### src/rtl/mouse_pos_tracker_if.sv
// Byte-stream input from the PS/2 receiver and pointer outputs to the game controller.
// The tracker takes the slave side; whatever feeds bytes and consumes the pointer takes master.
interface mouse_pos_tracker_if;
  logic [7:0]  rx_data;
  logic        rx_valid;
  logic [11:0] xpos;
  logic [11:0] ypos;
  logic        mouse_left;
  logic        mouse_right;
  logic        mouse_left_press;
  logic        packet_valid;

  modport master (
    output rx_data, rx_valid,
    input  xpos, ypos, mouse_left, mouse_right, mouse_left_press, packet_valid
  );

  modport slave (
    input  rx_data, rx_valid,
    output xpos, ypos, mouse_left, mouse_right, mouse_left_press, packet_valid
  );
endinterface

### src/rtl/mouse_pos_tracker.sv
// Assembles 3-byte PS/2 movement packets and integrates them into a clamped
// absolute pointer position on a 1024x768 screen, plus button levels and a left-press pulse.
module mouse_pos_tracker #(
  parameter int XMAX    = 1023,
  parameter int YMAX    = 767,
  parameter int X_INIT  = 512,
  parameter int Y_INIT  = 384,
  parameter int TIMEOUT = 65000
) (
  input  logic               clk,
  input  logic               rst_n,
  mouse_pos_tracker_if.slave bus_if
);

  localparam int GW = $clog2(TIMEOUT + 1);
  localparam logic signed [12:0] XMAX13 = 13'(XMAX);
  localparam logic signed [12:0] YMAX13 = 13'(YMAX);

  typedef enum logic [1:0] {B0, B1, B2, APPLY} state_e;

  state_e      state_q, state_d;
  logic [5:0]  flags_q, flags_d;   // {y_ovf, x_ovf, y_sign, x_sign, right, left}
  logic [7:0]  dx_q, dx_d;
  logic [7:0]  dy_q, dy_d;
  logic [GW-1:0] gap_q, gap_d;
  logic [11:0] xpos_q, xpos_d;
  logic [11:0] ypos_q, ypos_d;
  logic        left_q, left_d;
  logic        right_q, right_d;
  logic        press_q, press_d;
  logic        pv_q, pv_d;

  logic signed [12:0] dx13, dy13, nx, ny;
  logic               timeout;

  always_comb begin
    state_d = state_q;
    flags_d = flags_q;
    dx_d    = dx_q;
    dy_d    = dy_q;
    gap_d   = '0;
    xpos_d  = xpos_q;
    ypos_d  = ypos_q;
    left_d  = left_q;
    right_d = right_q;
    press_d = 1'b0;
    pv_d    = 1'b0;

    dx13 = {{4{flags_q[2]}}, flags_q[2], dx_q};
    dy13 = {{4{flags_q[3]}}, flags_q[3], dy_q};
    nx   = $signed({1'b0, xpos_q}) + dx13;
    ny   = $signed({1'b0, ypos_q}) - dy13;   // PS/2 Y grows upward, screen Y grows downward

    timeout = ((state_q == B1) || (state_q == B2)) && (gap_q == GW'(TIMEOUT));

    if (state_q == APPLY) begin
      if (!flags_q[4]) begin
        if (nx[12])           xpos_d = '0;
        else if (nx > XMAX13) xpos_d = XMAX13[11:0];
        else                  xpos_d = nx[11:0];
      end
      if (!flags_q[5]) begin
        if (ny[12])           ypos_d = '0;
        else if (ny > YMAX13) ypos_d = YMAX13[11:0];
        else                  ypos_d = ny[11:0];
      end
      left_d  = flags_q[0];
      right_d = flags_q[1];
      press_d = flags_q[0] & ~left_q;
      pv_d    = 1'b1;
    end

    // APPLY and an expired gap both fall back to byte-0 rules for a byte on this edge.
    if ((state_q == B0) || (state_q == APPLY) || timeout) begin
      state_d = B0;
      if (bus_if.rx_valid && bus_if.rx_data[3]) begin
        flags_d = {bus_if.rx_data[7:4], bus_if.rx_data[1:0]};
        state_d = B1;
      end
    end else if (state_q == B1) begin
      if (bus_if.rx_valid) begin
        dx_d    = bus_if.rx_data;
        state_d = B2;
      end else begin
        gap_d = gap_q + GW'(1);
      end
    end else begin
      if (bus_if.rx_valid) begin
        dy_d    = bus_if.rx_data;
        state_d = APPLY;
      end else begin
        gap_d = gap_q + GW'(1);
      end
    end
  end

  always_ff @(posedge clk or negedge rst_n) begin
    if (!rst_n) begin
      state_q <= B0;
      flags_q <= '0;
      dx_q    <= '0;
      dy_q    <= '0;
      gap_q   <= '0;
      xpos_q  <= 12'(X_INIT);
      ypos_q  <= 12'(Y_INIT);
      left_q  <= 1'b0;
      right_q <= 1'b0;
      press_q <= 1'b0;
      pv_q    <= 1'b0;
    end else begin
      state_q <= state_d;
      flags_q <= flags_d;
      dx_q    <= dx_d;
      dy_q    <= dy_d;
      gap_q   <= gap_d;
      xpos_q  <= xpos_d;
      ypos_q  <= ypos_d;
      left_q  <= left_d;
      right_q <= right_d;
      press_q <= press_d;
      pv_q    <= pv_d;
    end
  end

  assign bus_if.xpos             = xpos_q;
  assign bus_if.ypos             = ypos_q;
  assign bus_if.mouse_left       = left_q;
  assign bus_if.mouse_right      = right_q;
  assign bus_if.mouse_left_press = press_q;
  assign bus_if.packet_valid     = pv_q;

endmodule

### src/flat_wrapper.sv
// flat-port wrapper written by rule: the top's interface ports become plain ports
module mouse_pos_tracker_flat 
#(
  parameter int XMAX    = 1023,
  parameter int YMAX    = 767,
  parameter int X_INIT  = 512,
  parameter int Y_INIT  = 384,
  parameter int TIMEOUT = 65000
)
  (clk, rst_n, bus_if_rx_data, bus_if_rx_valid, bus_if_xpos, bus_if_ypos, bus_if_mouse_left, bus_if_mouse_right, bus_if_mouse_left_press, bus_if_packet_valid);
  mouse_pos_tracker_if bus_if_i ();
  input  logic clk;
  input  logic rst_n;
  input wire logic [$bits(bus_if_i.rx_data)-1:0] bus_if_rx_data;
  input wire logic [$bits(bus_if_i.rx_valid)-1:0] bus_if_rx_valid;
  output wire logic [$bits(bus_if_i.xpos)-1:0] bus_if_xpos;
  output wire logic [$bits(bus_if_i.ypos)-1:0] bus_if_ypos;
  output wire logic [$bits(bus_if_i.mouse_left)-1:0] bus_if_mouse_left;
  output wire logic [$bits(bus_if_i.mouse_right)-1:0] bus_if_mouse_right;
  output wire logic [$bits(bus_if_i.mouse_left_press)-1:0] bus_if_mouse_left_press;
  output wire logic [$bits(bus_if_i.packet_valid)-1:0] bus_if_packet_valid;
  assign bus_if_i.rx_data = bus_if_rx_data;
  assign bus_if_i.rx_valid = bus_if_rx_valid;
  assign bus_if_xpos = bus_if_i.xpos;
  assign bus_if_ypos = bus_if_i.ypos;
  assign bus_if_mouse_left = bus_if_i.mouse_left;
  assign bus_if_mouse_right = bus_if_i.mouse_right;
  assign bus_if_mouse_left_press = bus_if_i.mouse_left_press;
  assign bus_if_packet_valid = bus_if_i.packet_valid;
  mouse_pos_tracker #(.XMAX(XMAX), .YMAX(YMAX), .X_INIT(X_INIT), .Y_INIT(Y_INIT), .TIMEOUT(TIMEOUT)) u_core (.clk(clk), .rst_n(rst_n), .bus_if(bus_if_i));
endmodule
### config.mk
export PLATFORM = sky130hd
export DESIGN_NAME = mouse_pos_tracker_flat
export DESIGN_NICKNAME = d
export VERILOG_FILES = /design/src/rtl/mouse_pos_tracker_if.sv /design/src/rtl/mouse_pos_tracker.sv /design/src/flat_wrapper.sv
export SDC_FILE = /design/constraint.sdc
export NUM_CORES = 1
export LEC_CHECK = 0
export CORE_UTILIZATION = 57
export CTS_CLUSTER_DIAMETER = 120
export DETAILED_ROUTE_END_ITERATION = 8
export PLACE_DENSITY = 0.8
export SETUP_SLACK_MARGIN = 0.3
export SLEW_MARGIN = 0
export SYNTH_ARGS = -nofsm -noshare
export SYNTH_HDL_FRONTEND = slang
export SYNTH_SLANG_ARGS = --single-unit
### constraint.sdc
create_clock -name clk -period 4.06 [get_ports clk]
set_input_delay 0.812 -clock clk [delete_from_list [all_inputs] [get_ports clk]]
set_output_delay 0.812 -clock clk [all_outputs]
set_load 0.03 [all_outputs]
==> run summary <==
DETAILED ROUTING
-----------------------------------------------------------------------------------------------
1st-pass router iterations                                                                    4
Total wire length after detailed routing                                                8.47 mm
Antenna-violating nets left                                                                   0
Post-DR vias/cell                                                                          5.92
Vias after detailed routing                                                               3,066
Initial DRC count                                                                           165
Wire length per cell after detailed routing                                             16.4 µm
Drc violations                                                                                0

DIE
-----------------------------------------------------------------------------------------------
Number of rows created at floorplan                                                          29
Starting density of the core                                                              0.606
Top Ports                                                                                    39
Horizontal die dimension                                                                85.3 µm
Y dimension of the die                                                                  85.3 µm
Die outline area                                                                    0.00728 mm²
Core area                                                                           0.00653 mm²

TIMING
-----------------------------------------------------------------------------------------------
Worst slew margin relative to its limit                                                   0.350
Post-route setup TNS                                                                       0 ps
Slew of the pin with the lowest slew margin                                              975 ps
Final Slew Violations                                                                         0
Setup repair after global routing missed its margin                                          no
Part of the cycle the worst path needs                                                    0.724
Setup Skew                                                                              9.56 ps
Period minus WS final                                                                   2940 ps
Total setup violations reported at the end of the flow                                        0
Hold Violations, Final                                                                        0
Max Clock Freq                                                                          340 MHz

GLOBAL ROUTING
-----------------------------------------------------------------------------------------------
Initial antenna violation count                                                               0
Total congestion overflow                                                                     0
Number of global-route vias before repair                                                 3,009
Pin count of the biggest net entering global routing                                         44
Overall routing resource usage                                                            0.256
First-pass GRT wire length                                                              14.5 mm

PWR
-----------------------------------------------------------------------------------------------
Highest ir drop seen on vdd                                                            0.558 mV
Switching power summed over all nets                                                    2.05 mW
Logic pwr share                                                                           0.623
Internal Pwr Total                                                                      2.47 mW
Clk network pwr share                                                                     0.130
Power per cell area                                                                  976 mW/mm²
Leakage power figure                                                                    2.04 nW
Flop pwr share                                                                            0.247
Switch share                                                                              0.453

SYNTHESIS
-----------------------------------------------------------------------------------------------
Predominant post-synthesis flop cell                                                    dfrtp_1
Number of cells produced by synthesis                                                       390
Share of async-settable or async-resettable flops after synthesis                          1.00
Total nets after synthesis                                                                  431
Number of distinct library cells after synthesis                                             53
Warning count from the yosys run                                                              0
Average instance area after synthesis                                                  10.1 µm²
Flip-flop and latch count after synthesis                                                    68
Sequential share of the synthesized area                                                  0.431
Post-synth EDFFs                                                                              0
Cell area after technology mapping                                                  0.00396 mm²

WORST SETUP PATH
-----------------------------------------------------------------------------------------------
Family of cells with the greatest summed delay on the critical path                compound AO/OA/AOI/OAI gates
CP endpoint kind                                                                      flip-flop
Setup CP Type                                                                           reg2reg
Element type at the critical path start                                               flip-flop
Worst-path maximum fanout                                                                     8
Buffer and inverter count on the worst path                                                   1
Peak per-stage delay on the critical path                                                410 ps
Worst reg-to-reg path cell count                                                             10
Worst EP arrival                                                                        3180 ps
Required time of the critical path                                                      4300 ps
Total number of cells along the worst setup path                                             10
Cell chain of the critical path                                                    inv_1 -> ha_1 -> fa_1 -> nand2b_1 -> a21oi_1 -> a221oi_4 -> mux2_4 -> a311oi_4 -> a211oi_4 -> a221oi_1
CP max-delay cell                                                                          fa_1

PLACED DESIGN
-----------------------------------------------------------------------------------------------
Count of buffers inserted at the top-level ports                                             38
Cell area reported after detailed placement                                         0.00443 mm²
HPWL after DPL                                                                          6.24 mm
Global placement routability congestion                                                   0.907

CTS
-----------------------------------------------------------------------------------------------
Setup fix buffers added after clock tree synthesis                                            0
Clock tree from TritonCTS                                                                 built
CTS H-Tree Depth                                                                              3
Clock Tree Root                                                                        clkbuf_8
Cts hold-fix bufs                                                                             0
Clock input transition at the sequential cells of the worst setup and hold paths          80 ps
Number of buffers created by CTS                                                              9
Cells resized by post-CTS repair                                                              0
Skew-Pair Late Insertion Delay                                                           350 ps
Bufs on Longest Clock Path                                                                    2
Clock tree sinks                                                                             68

RUN STATUS
-----------------------------------------------------------------------------------------------
Run status                                                                         complete, no violations

FLOW RUN
-----------------------------------------------------------------------------------------------
Total of max-cap violations                                                                   0

FINISH
-----------------------------------------------------------------------------------------------
Fill cell total of the finished layout                                                      491
Final instance area                                                                 0.00464 mm²
Fraction of final layout cells with drive strength greater than 1                         0.120
Net count, final                                                                            477
P&R area growth vs syn                                                                    17.2%
Number of inserted diodes                                                                     0

MIN PATH
-----------------------------------------------------------------------------------------------
Min-delay worst type                                                                    reg2reg
Hold depth                                                                                    2

==> metrics by stage <==
step / hold WS (ps) / setup WS [ps] / total power [mW] / instances / util
3_3_place_gp: 484 / 1260 / 3.81 / 502 / 0.678
5_1_grt: 533 / 969 / 4.88 / 518 / 0.710
2_1_floorplan: 454 / 1220 / 3.24 / 390 / -
3_5_place_dp: 499 / 1160 / 3.90 / 502 / 0.678
6_report: 509 / 1120 / 4.53 / 518 / 0.710
4_1_cts: 512 / 1130 / 4.52 / 518 / 0.710
==> worst register-to-register path: cells and delay by family, from the launching register on <==
family | cells | cell delay (ps)
compound gates | 5 | 1260
fa+ha+maj | 2 | 630
flops | 1 | 370
mux | 1 | 340
simple gates | 1 | 180
buf+inv | 1 | 60
==> power groups by stage <==
| stage | clock, mW | combinational (mW) | sequential, mW |
|---|---|---|---|
| after global placement | 0 | 2.70 | 1.11 |
| after floorplan | 0 | 1.92 | 1.32 |
| after CTS | 0.596 | 2.81 | 1.11 |
| after global routing | 0.622 | 3.11 | 1.15 |
| final | 0.587 | 2.82 | 1.12 |
| after detailed placement | 0 | 2.78 | 1.13 |
==> synth_stat cells, types with 4 or more instances <==
cell type	n	share of area
nor2b_1	7	0.011
mux2_2	16	0.046
a211oi_1	11	0.021
clkbuf_1	4	0.0038
inv_1	24	0.023
nand2_1	23	0.022
nand3_1	10	0.013
nor2_1	48	0.046
a21oi_1	18	0.023
o22ai_1	8	0.013
dfrtp_1	65	0.41
o21ai_0	20	0.025
nand2b_1	9	0.014
xor2_1	15	0.033
ha_1	28	0.089
o21a_1	5	0.0095
xnor2_1	14	0.031
a21o_1	6	0.011
==> final cells by class <==
type,instances,area [µm²],area share
Tap cell,77,96.3,0.0208
Clock buffer,11,151,0.0326
Timing Repair Buffer,41,398,0.0858
Sequential cell,68,1710,0.368
Inverter,24,90.1,0.0194
Multi-Input combinational cell,292,2140,0.461
Clock inverter,5,60.1,0.0129
==> final timing paths <==
| check | start | slack [ps] | end |
|---|---|---|---|
| max | u_core.bus_if.ypos[0] | 1120 | u_core.bus_if.ypos[1] |
| min | u_core.bus_if.ypos[8] | 510 | u_core.bus_if.ypos[8] |
| max reg2reg | u_core.bus_if.ypos[0] | 1120 | u_core.bus_if.ypos[1] |
| min reg2reg | u_core.bus_if.ypos[8] | 510 | u_core.bus_if.ypos[8] |
| max in group asynchronous | rst_n | 2670 | u_core.flags_q[1] |
| min in group asynchronous | rst_n | 610 | u_core.bus_if.xpos[2] |
==> flip-flops by register name, summed over array words and instances, names as in the netlist <==
register and flops:
u_core.bus_if.mouse_left 1, u_core.bus_if.packet_valid 1, u_core.dx_q 8, u_core.bus_if.ypos 12
u_core.state_q 2, u_core.gap_q 16, u_core.flags_q 6, u_core.bus_if.xpos 12
u_core.dy_q 8, u_core.bus_if.mouse_left_press 1, u_core.bus_if.mouse_right 1
==> cell usage in the layout (no fill, tap or decap), types with 3 or more instances in the layout <==
cell type / Yosys / final
nor2b_1: 7 / 7
a21o_1: 6 / 6
ha_1: 28 / 28
xnor2_1: 14 / 14
nor2_1: 48 / 48
a31oi_1: 3 / 3
and2_1: 3 / 3
dfrtp_1: 65 / 65
and3_1: 3 / 3
o21ai_0: 20 / 20
nand4_1: 3 / 3
clkbuf_8: 0 / 11
nand3_1: 10 / 10
o22ai_1: 8 / 8
a221oi_1: 3 / 3
dfstp_2: 3 / 3
nand2_1: 23 / 23
buf_4: 0 / 3
a211oi_1: 11 / 11
nand2b_1: 9 / 9
xor2_1: 15 / 15
mux2_2: 16 / 16
o21a_1: 5 / 5
clkdlybuf4s50_1: 0 / 37
a31o_2: 3 / 3
a21oi_1: 18 / 18
nor3_1: 3 / 3
inv_1: 24 / 24
or3_1: 3 / 3
==> kinds of logic (layout without fill, tap and decap cells) <==
kind of cell	after synthesis	count (layout)	share of synthesized area
flops	68	68	0.431
compound gates	92	92	0.172
xor+xnor	29	29	0.0642
buf+inv	30	81	0.0288
fa+ha+maj	30	30	0.0987
simple gates	122	122	0.151
mux	19	19	0.0544
==> metal layers <==
| metal | up-vias | GRT usage | share of wire |
|---|---|---|---|
| met3 | 12 | 0.0428 | 0.045 |
| met1 | 1483 | 0.346 | 0.46 |
| met4 | 0 | 0.102 | 0.012 |
| met5 | - | 0 | 0 |
| li1 | 1488 | - | - |
| met2 | 83 | 0.414 | 0.48 |
Power figures use the tool's default switching activity.
